`config.mk`:
```
export PLATFORM = sky130hd
export DESIGN_NAME = logic_74hc191_driver_flat
export DESIGN_NICKNAME = d
export VERILOG_FILES = /design/src/rtl/logic_74hc191_driver_if.sv /design/src/rtl/logic_74hc191_driver.sv /design/src/flat_wrapper.sv
export SDC_FILE = /design/constraint.sdc
export NUM_CORES = 1
export LEC_CHECK = 0
export CORE_MARGIN = 3
export CORE_UTILIZATION = 30
export DETAILED_ROUTE_END_ITERATION = 7
export SYNTH_ARGS = -nofsm -noshare
export SYNTH_HDL_FRONTEND = slang
export SYNTH_SLANG_ARGS = --single-unit
```
`constraint.sdc`:
```
create_clock -name CLK -period 2.45 [get_ports CLK]
set_input_delay 0.245 -clock CLK [delete_from_list [all_inputs] [get_ports CLK]]
set_output_delay 0.245 -clock CLK [all_outputs]
set_load 0.005 [all_outputs]
```
`src/rtl/logic_74hc191_driver_if.sv`:
```
// Control/status bus between the emulator sequencer and the 74HC191 stimulus driver.
interface logic_74hc191_driver_if #(
  parameter int unsigned CW = 8
);
  logic          START;
  logic          ABORT;
  logic          DIR;
  logic          PRESET_EN;
  logic [3:0]    PRESET;
  logic [CW-1:0] COUNT;
  logic          STOP_ON_TC;
  logic          BUSY;
  logic          DONE;
  logic          TC_SEEN;
  logic [CW-1:0] PULSES;

  modport master (
    output START, ABORT, DIR, PRESET_EN, PRESET, COUNT, STOP_ON_TC,
    input  BUSY, DONE, TC_SEEN, PULSES
  );

  modport slave (
    input  START, ABORT, DIR, PRESET_EN, PRESET, COUNT, STOP_ON_TC,
    output BUSY, DONE, TC_SEEN, PULSES
  );
endinterface

```
`src/rtl/logic_74hc191_driver.sv`:
```
// Drives clock, direction, load and enable pins of an emulated 74HC191 with an
// optional parallel load followed by a burst of registered count pulses.
module logic_74hc191_driver #(
  parameter int unsigned HALF = 2,
  parameter int unsigned CW   = 8
) (
  input  logic                         CLK,
  input  logic                         nRST,
  logic_74hc191_driver_if.slave        ctrl,
  input  logic                         TC_IN,
  output logic                         CP_OUT,
  output logic                         nUD_OUT,
  output logic                         nPL_OUT,
  output logic                         nCE_OUT,
  output logic [3:0]                   D_OUT
);

  typedef enum logic [2:0] {
    IDLE,
    LOAD,
    SETUP,
    LOW,
    HIGH,
    FINISH
  } state_t;

  localparam logic [7:0] HALF_LAST = 8'(HALF - 1);

  state_t        state;
  state_t        stateNext;
  logic [7:0]    timer;
  logic          halfDone;
  logic          startAcc;
  logic          tcStop;

  logic [CW-1:0] capCount;
  logic          capStopOnTc;
  logic [CW-1:0] pulses;
  logic          tcSeen;
  logic          busy;
  logic          done;

  assign halfDone     = (timer == HALF_LAST);
  assign ctrl.BUSY    = busy;
  assign ctrl.DONE    = done;
  assign ctrl.TC_SEEN = tcSeen;
  assign ctrl.PULSES  = pulses;

  // ABORT overrides every transition; in IDLE it also suppresses START.
  always_comb begin
    stateNext = state;
    startAcc  = 1'b0;
    tcStop    = 1'b0;
    if (ctrl.ABORT && (state != IDLE)) begin
      stateNext = IDLE;
    end else begin
      case (state)
        IDLE: begin
          if (ctrl.START && !ctrl.ABORT) begin
            startAcc  = 1'b1;
            stateNext = ctrl.PRESET_EN ? LOAD : SETUP;
          end
        end
        LOAD: begin
          if (halfDone) stateNext = SETUP;
        end
        SETUP: begin
          if (halfDone) stateNext = (capCount == '0) ? FINISH : LOW;
        end
        LOW: begin
          if (halfDone) stateNext = HIGH;
        end
        HIGH: begin
          if (halfDone) begin
            if (capStopOnTc && TC_IN) begin
              tcStop    = 1'b1;
              stateNext = FINISH;
            end else if (pulses == capCount) begin
              stateNext = FINISH;
            end else begin
              stateNext = LOW;
            end
          end
        end
        FINISH: stateNext = IDLE;
        default: stateNext = IDLE;
      endcase
    end
  end

  always_ff @(posedge CLK or negedge nRST) begin
    if (!nRST) begin
      state <= IDLE;
      timer <= '0;
    end else begin
      state <= stateNext;
      if (stateNext != state) begin
        timer <= '0;
      end else if ((state != IDLE) && (state != FINISH)) begin
        timer <= timer + 8'd1;
      end
    end
  end

  // Pin outputs are decoded from the next state and registered, so each pin
  // changes exactly on the state-entry edge and never glitches.
  always_ff @(posedge CLK or negedge nRST) begin
    if (!nRST) begin
      CP_OUT      <= 1'b0;
      nUD_OUT     <= 1'b0;
      nPL_OUT     <= 1'b1;
      nCE_OUT     <= 1'b1;
      D_OUT       <= '0;
      busy        <= 1'b0;
      done        <= 1'b0;
      tcSeen      <= 1'b0;
      pulses      <= '0;
      capCount    <= '0;
      capStopOnTc <= 1'b0;
    end else begin
      CP_OUT  <= (stateNext == HIGH);
      nPL_OUT <= (stateNext != LOAD);
      nCE_OUT <= !((stateNext == SETUP) || (stateNext == LOW) || (stateNext == HIGH));
      busy    <= (stateNext != IDLE);
      done    <= (stateNext == FINISH);
      if (startAcc) begin
        capCount    <= ctrl.COUNT;
        capStopOnTc <= ctrl.STOP_ON_TC;
        nUD_OUT     <= ctrl.DIR;
        pulses      <= '0;
        tcSeen      <= 1'b0;
        if (ctrl.PRESET_EN) D_OUT <= ctrl.PRESET;
      end else begin
        if ((stateNext == HIGH) && (state != HIGH)) pulses <= pulses + CW'(1);
        if (tcStop) tcSeen <= 1'b1;
      end
    end
  end

endmodule

```
`src/flat_wrapper.sv`:
```
// flat-port wrapper written by rule: the top's interface ports become plain ports
module logic_74hc191_driver_flat 
#(
  parameter int unsigned HALF = 2,
  parameter int unsigned CW   = 8
)
  (CLK, nRST, TC_IN, CP_OUT, nUD_OUT, nPL_OUT, nCE_OUT, D_OUT, ctrl_START, ctrl_ABORT, ctrl_DIR, ctrl_PRESET_EN, ctrl_PRESET, ctrl_COUNT, ctrl_STOP_ON_TC, ctrl_BUSY, ctrl_DONE, ctrl_TC_SEEN, ctrl_PULSES);
  logic_74hc191_driver_if #(.CW(CW)) ctrl_i ();
  input  logic CLK;
  input  logic nRST;
  input  logic TC_IN;
  output logic CP_OUT;
  output logic nUD_OUT;
  output logic nPL_OUT;
  output logic nCE_OUT;
  output logic [3:0] D_OUT;
  input wire logic [$bits(ctrl_i.START)-1:0] ctrl_START;
  input wire logic [$bits(ctrl_i.ABORT)-1:0] ctrl_ABORT;
  input wire logic [$bits(ctrl_i.DIR)-1:0] ctrl_DIR;
  input wire logic [$bits(ctrl_i.PRESET_EN)-1:0] ctrl_PRESET_EN;
  input wire logic [$bits(ctrl_i.PRESET)-1:0] ctrl_PRESET;
  input wire logic [$bits(ctrl_i.COUNT)-1:0] ctrl_COUNT;
  input wire logic [$bits(ctrl_i.STOP_ON_TC)-1:0] ctrl_STOP_ON_TC;
  output wire logic [$bits(ctrl_i.BUSY)-1:0] ctrl_BUSY;
  output wire logic [$bits(ctrl_i.DONE)-1:0] ctrl_DONE;
  output wire logic [$bits(ctrl_i.TC_SEEN)-1:0] ctrl_TC_SEEN;
  output wire logic [$bits(ctrl_i.PULSES)-1:0] ctrl_PULSES;
  assign ctrl_i.START = ctrl_START;
  assign ctrl_i.ABORT = ctrl_ABORT;
  assign ctrl_i.DIR = ctrl_DIR;
  assign ctrl_i.PRESET_EN = ctrl_PRESET_EN;
  assign ctrl_i.PRESET = ctrl_PRESET;
  assign ctrl_i.COUNT = ctrl_COUNT;
  assign ctrl_i.STOP_ON_TC = ctrl_STOP_ON_TC;
  assign ctrl_BUSY = ctrl_i.BUSY;
  assign ctrl_DONE = ctrl_i.DONE;
  assign ctrl_TC_SEEN = ctrl_i.TC_SEEN;
  assign ctrl_PULSES = ctrl_i.PULSES;
  logic_74hc191_driver #(.HALF(HALF), .CW(CW)) u_core (.CLK(CLK), .nRST(nRST), .ctrl(ctrl_i), .TC_IN(TC_IN), .CP_OUT(CP_OUT), .nUD_OUT(nUD_OUT), .nPL_OUT(nPL_OUT), .nCE_OUT(nCE_OUT), .D_OUT(D_OUT));
endmodule
```
==> results_dict.tcl, run 1 <==
set metrics [dict create \
    outcome "complete, no violations" \
    synth_cell_types 52 \
    rows 30 \
    max_clock_freq_ghz 0.425 \
    placed_area_um2 2770 \
    clk_latency_ns 0.29 \
    gp_congestion 0.830 \
    layout-drive-gt1-share_pct 19.3 \
    htreeDepth 2 \
    cts-buffers-inserted 5 \
    clkTransAtPathRegs_ns 0.08 \
    first_global_vias 1955 \
    numPortBuffers 38 \
    route.detailed.drc 0 \
    fill_cells 715 \
    grt_pass1_wl_um 9180 \
    ctsRootBufferMaster "clkbuf_8" \
    maxCapViolations 0 \
    post-dp-hpwl_um 3880 \
    slew_headroom_pct 41.9 \
    setup-violations-final 0 \
    ys.flop_type "dfrtp_1" \
    ios 39 \
    die_h_um 91.0 \
    cp-startpoint "u_core.capCount[4]" \
    cp-start-kind "flip-flop" \
    antenna_found_initial 0 \
    async_flop_share_pct 100 \
    yosysSeqAreaShare_pct 45.1 \
    fin_hold_ws_ns 0.0631 \
    crit_path_end_kind "flip-flop" \
    ys_seq_elements 39 \
    ant_nets 0 \
    power_density_nw_per_um2 903 \
    num-nets-final 307 \
    yosys.area.top_type_share_pct 42.7 \
    finalHoldViolCount 0 \
    multi_input_area_um2 1130 \
    finalClockSkew_ns 0.00806 \
    hold_class "in -> async" \
    coreArea_um2 6910 \
    start_util_pct 31.4 \
    cts_tree "done" \
    dieWidth_um 91.0 \
    overflow 0 \
    path_class "reg -> reg" \
    syn-num-nets 248 \
    crit_arrival_ns 2.58 \
    cp.required_ns 2.68 \
    via_per_inst 5.02 \
    grt_use_total_pct 13.4 \
    ir_drop_v 0.000342 \
    die_area_um2 8280 \
    cp_max_fo 10 \
    p_total_mw 2.64 \
    synth_edf_count 0 \
    clockBufferDepth 2 \
    wire_per_inst_um 14.2 \
    rsz0062_at_grt "yes" \
    area_growth_pct 34.7 \
    synth_top_area_cell "dfrtp_1" \
    first_pass_iters 4 \
    clock-sinks 39 \
    syn_inst 225 \
    fin_crit_ns 2.35 \
    final_cell_area_um2 2920 \
    synth_area_per_cell_um2 9.64 \
    min_period_over_period_pct 96.1 \
    yosys-top-cells-area "dfrtp_1, nand2_1, xnor2_1, or4_1, a21oi_1" \
    yosysWarnings 0 \
    worst_pin_slew_ns 0.872 \
    cellLeakagePower_nw 1.19 \
    register_area_um2 978 \
    grt_start_max_net_pins 40 \
    drv_slew 0 \
    dr_total_vias 1911 \
    mostFrequentLayoutCells "clkdlybuf4s50_1, dfrtp_1, nand2_1" \
    wl_um 5400 \
    timing.rr.start "u_core.capCount[4]" \
    antenna_cells 0 \
    syn-cell-area_um2 2170 \
    drtIter0Drc 70 \
]
## path summary, 6_finish.rpt
path                                          to  slack [ns]  cells past startpoint
min in group CLK              u_core.capCount[7]        0.47                      3
max                        u_core.ctrl.PULSES[5]         0.1                      5
max in group asynchronous        u_core.state[2]        1.84                      1
min                              u_core.D_OUT[1]        0.06                      1
min reg2reg                   u_core.capStopOnTc        0.48                      2
max reg2reg                u_core.ctrl.PULSES[5]         0.1                      5
## cell type report
| type | count | share of cell area (%) |
|---|---|---|
| Multi-Input combinational cell | 169 | 38.8 |
| Sequential cell | 39 | 33.5 |
| Timing Repair Buffer | 63 | 19.3 |
| Tap cell | 96 | 4.11 |
| Clock buffer | 7 | 3.30 |
| Inverter | 6 | 0.771 |
| Clock inverter | 1 | 0.257 |
## cells by family (layout without fill, tap and decap cells)
kind of cell | after synthesis | after routing | share of synthesized area [%]
and+or+nand+nor | 100 | 100 | 24.9
buffers and inverters | 17 | 77 | 4.85
xor gates and xnor gates | 16 | 16 | 6.46
adders and majority gates | 3 | 3 | 1.73
muxes | 5 | 5 | 2.54
AOI/OAI and AO/OA | 45 | 45 | 14.4
DFF | 39 | 39 | 45.1
## power by group
group | leakage [nW] | switching, mW | internal [mW]
clock network | 0.0505 | 0.234 | 0.256
logic | 0.628 | 0.581 | 0.613
registers | 0.509 | 0.137 | 0.817
total | 1.19 | 0.952 | 1.69
## sequential cells by signal (all words and copies together) (netlist names), 3 cells and up
| name | flops |
|---|---|
| u_core.capCount | 8 |
| u_core.ctrl.PULSES | 8 |
| u_core.timer | 8 |
| u_core.D_OUT | 4 |
| u_core.state | 3 |
## cell usage after synthesis (all sizes together), types with 2 or more instances
master,n
nor3b,2
xor2,3
a21oi,13
and2,2
nand2,37
inv,6
xnor2,13
o21ai,5
nor4bb,2
clkbuf,6
buf,5
or3,2
nand3,7
nand2b,3
o2111ai,3
dfstp,2
o211ai,2
nor4,6
dfrtp,37
nand4,5
mux2,4
o31ai,6
or4,11
ha,3
a211oi,8
nor2,12
nor3,6
## per-layer routing
| layer | wire [um] | share of wire [%] | track usage, % | vias to the layer above |
|---|---|---|---|---|
| li1 | - | - | - | 942 |
| met1 | 2480 | 46 | 16.7 | 933 |
| met2 | 2690 | 50 | 23.1 | 32 |
| met3 | 187 | 3.5 | 2.73 | 4 |
| met4 | 46 | 0.85 | 4.40 | 0 |
| met5 | 0 | 0 | 0 | - |
## critical path, cell delays in order (launching register included)
cell and delay [ns]:
dfrtp_1 0.38, or4_1 0.56, o21ba_1 0.21, or4_4 0.48
or4_1 0.51, a21oi_2 0.15
## repair_timing
action                                  4_1_cts  5_1_grt
gates cloned                                  0        0
hold buffers                                  0        0
resized for setup                             2        8
pin swaps                                     0        2
endpoints found under the setup margin        5       19
setup buffers                                 0        1
## through the flow
| step | utilization [%] | std cells | setup WS, ns | TNS (ns) |
|---|---|---|---|---|
| 6_report | 42.3 | 381 | 0.0957 | 0 |
| 5_1_grt | 42.3 | 381 | -0.0180 | -0.0353 |
| 4_1_cts | 41.7 | 380 | 0.0499 | 0 |
| 3_5_place_dp | 40.1 | 372 | -0.0204 | -0.0505 |
| 3_3_place_gp | 40.1 | 372 | 0.0578 | 0 |
| 2_1_floorplan | - | 225 | 0.153 | 0 |
No activity file was read; power rests on OpenSTA's default activity.
==> run 2, diff against run 1 <==
GPL_TIMING_DRIVEN = 0   (was not set)
==> run 2 against run 1 <==
Effect of this change:
- cell count fell by 2.4%
- worst setup slack got worse by 0.043 ns
- clock skew rose by 0.0032 ns
- largest cell class unchanged
==> results_dict.tcl, run 2 (same netlist as run 1, synthesis figures left out) <==
set metrics [dict create \
    layout-drive-gt1-share_pct 17.8 \
    crit_arrival_ns 2.62 \
    wl_um 5260 \
    start_util_pct 31.4 \
    fin_hold_ws_ns 0.0534 \
    ir_drop_v 0.000317 \
    max_clock_freq_ghz 0.417 \
    post-dp-hpwl_um 3710 \
    antenna_cells 0 \
    grt_start_max_net_pins 40 \
    mostFrequentLayoutCells "clkdlybuf4s50_1, nand2_1, dfrtp_1" \
    worst_pin_slew_ns 0.865 \
    coreArea_um2 6910 \
    grt_pass1_wl_um 8930 \
    gp_congestion 0.793 \
    cp-start-kind "flip-flop" \
    fill_cells 697 \
    via_per_inst 5.01 \
    layout_commonest_cell "clkdlybuf4s50_1" \
    first_pass_iters 4 \
    clock-sinks 39 \
    clkTransAtPathRegs_ns 0.09 \
    cp.required_ns 2.67 \
    htreeDepth 2 \
    area_growth_pct 33.2 \
    cellLeakagePower_nw 1.14 \
    overflow 0 \
    die_area_um2 8280 \
    numPortBuffers 38 \
    setup-violations-final 0 \
    first_global_vias 1838 \
    num-nets-final 298 \
    power_density_nw_per_um2 882 \
    critPathSlowestCell "or4_4" \
    crit_path_max_incr_delay_ns 0.53 \
    hold_class "in -> async" \
    wire_per_inst_um 14.1 \
    route.detailed.drc 0 \
    crit_path_end_kind "flip-flop" \
    finalHoldViolCount 0 \
    final_cells 372 \
    grt_use_total_pct 13.2 \
    p_total_mw 2.55 \
    ios 39 \
    path_common_cell "or4_4" \
    finalClockSkew_ns 0.0113 \
    outcome "complete, no violations" \
    slew_headroom_pct 42.3 \
    maxCapViolations 0 \
    drv_slew 0 \
    clockBufferDepth 2 \
    cp_max_fo 7 \
    cts-buffers-inserted 5 \
    min_period_over_period_pct 97.9 \
    dieWidth_um 91.0 \
    ant_nets 0 \
    ctsRootBufferMaster "clkbuf_8" \
    rsz0062_at_grt "yes" \
    rows 30 \
    crit_chain "or4_4, o21ba_1, or4_4, buf_6, or4_1, a21oi_1" \
    die_h_um 91.0 \
    place_inst 359 \
    fin_crit_ns 2.40 \
    postCtsHoldBufs 0 \
    dr_total_vias 1864 \
    cts_tree "done" \
    clk_latency_ns 0.30 \
    path_class "reg -> reg" \
    drtIter0Drc 83 \
    antenna_found_initial 0 \
    final.setup.tns_ns 0 \
]
-- run 2: cell count changes in the layout (fill, tap and decap cells not counted), moves of 2 or more --
| cell | previous run | this run |
|---|---|---|
| clkbuf_1 | 0 | 3 |
| nor4_2 | 2 | 0 |
| o2111ai_1 | 3 | 1 |
| buf_4 | 25 | 6 |
| or4_1 | 8 | 5 |
| or4_4 | 3 | 6 |
| buf_6 | 0 | 4 |
-- run 2: cell type report --
class	count	area, um2	share of cell area, %
multi-input cells	169	1170	40.7
repair buffers	43	413	14.3
inverters	6	22.5	0.780
plain buffers	11	90.1	3.12
clock buffers	5	68.8	2.38
clock inverters	3	20.0	0.693
flip-flops and latches	39	980	33.9
well taps	96	120	4.16
-- run 2: through the flow --
step	utilization, %	cell area (um2)	worst slack [ns]
after floorplan	-	2170	0.153
after global placement	38.6	2670	-0.185
after detailed placement	38.6	2660	-0.285
after CTS	40.3	2780	0.00559
after global routing	41.8	2890	-0.0273
final	41.8	2890	0.0525
-- run 2: per-layer routing --
| layer | GRT usage, % | part of all wire, % |
|---|---|---|
| met1 | 17.0 | 47 |
| met2 | 21.6 | 48 |
| met3 | 2.98 | 3.8 |
| met4 | 4.65 | 1.4 |
| met5 | 0 | 0 |
-- run 2: repair_timing --
| action | 4_1_cts | 5_1_grt |
|---|---|---|
| pin swaps | 0 | 6 |
| gates cloned | 0 | 0 |
| endpoints found under the setup margin | 15 | 17 |
| resized for setup | 5 | 19 |
| setup buffers | 0 | 5 |
-- run 2: critical path, delay by kind of cell, from the launching register on --
family	cells	cell delay [ns]
AO/OA/AOI/OAI	2	0.35
buffers and inverters	1	0.15
flip-flops	1	0.42
AND/OR/NAND/NOR	3	1.41
-- run 2: worst paths after layout --
check	start	to	slack, ns	cells after the start
hold reg to reg	u_core.nUD_OUT	u_core.nUD_OUT	0.50	2
setup reg to reg	u_core.capCount[0]	u_core.ctrl.PULSES[4]	0.05	6
hold / removal	nRST	u_core.D_OUT[2]	0.05	1
max in group asynchronous	nRST	u_core.timer[0]	1.81	1
setup / recovery	u_core.capCount[0]	u_core.ctrl.PULSES[4]	0.05	6
min in group CLK	ctrl_DIR	u_core.nUD_OUT	0.46	3
-- run 2: report_power, final --
part           internal [mW]  switching [mW]  total [mW]
clock                  0.198           0.241       0.440
combinational          0.568           0.599        1.17
sequential             0.819           0.124       0.942
total                   1.59           0.964        2.55
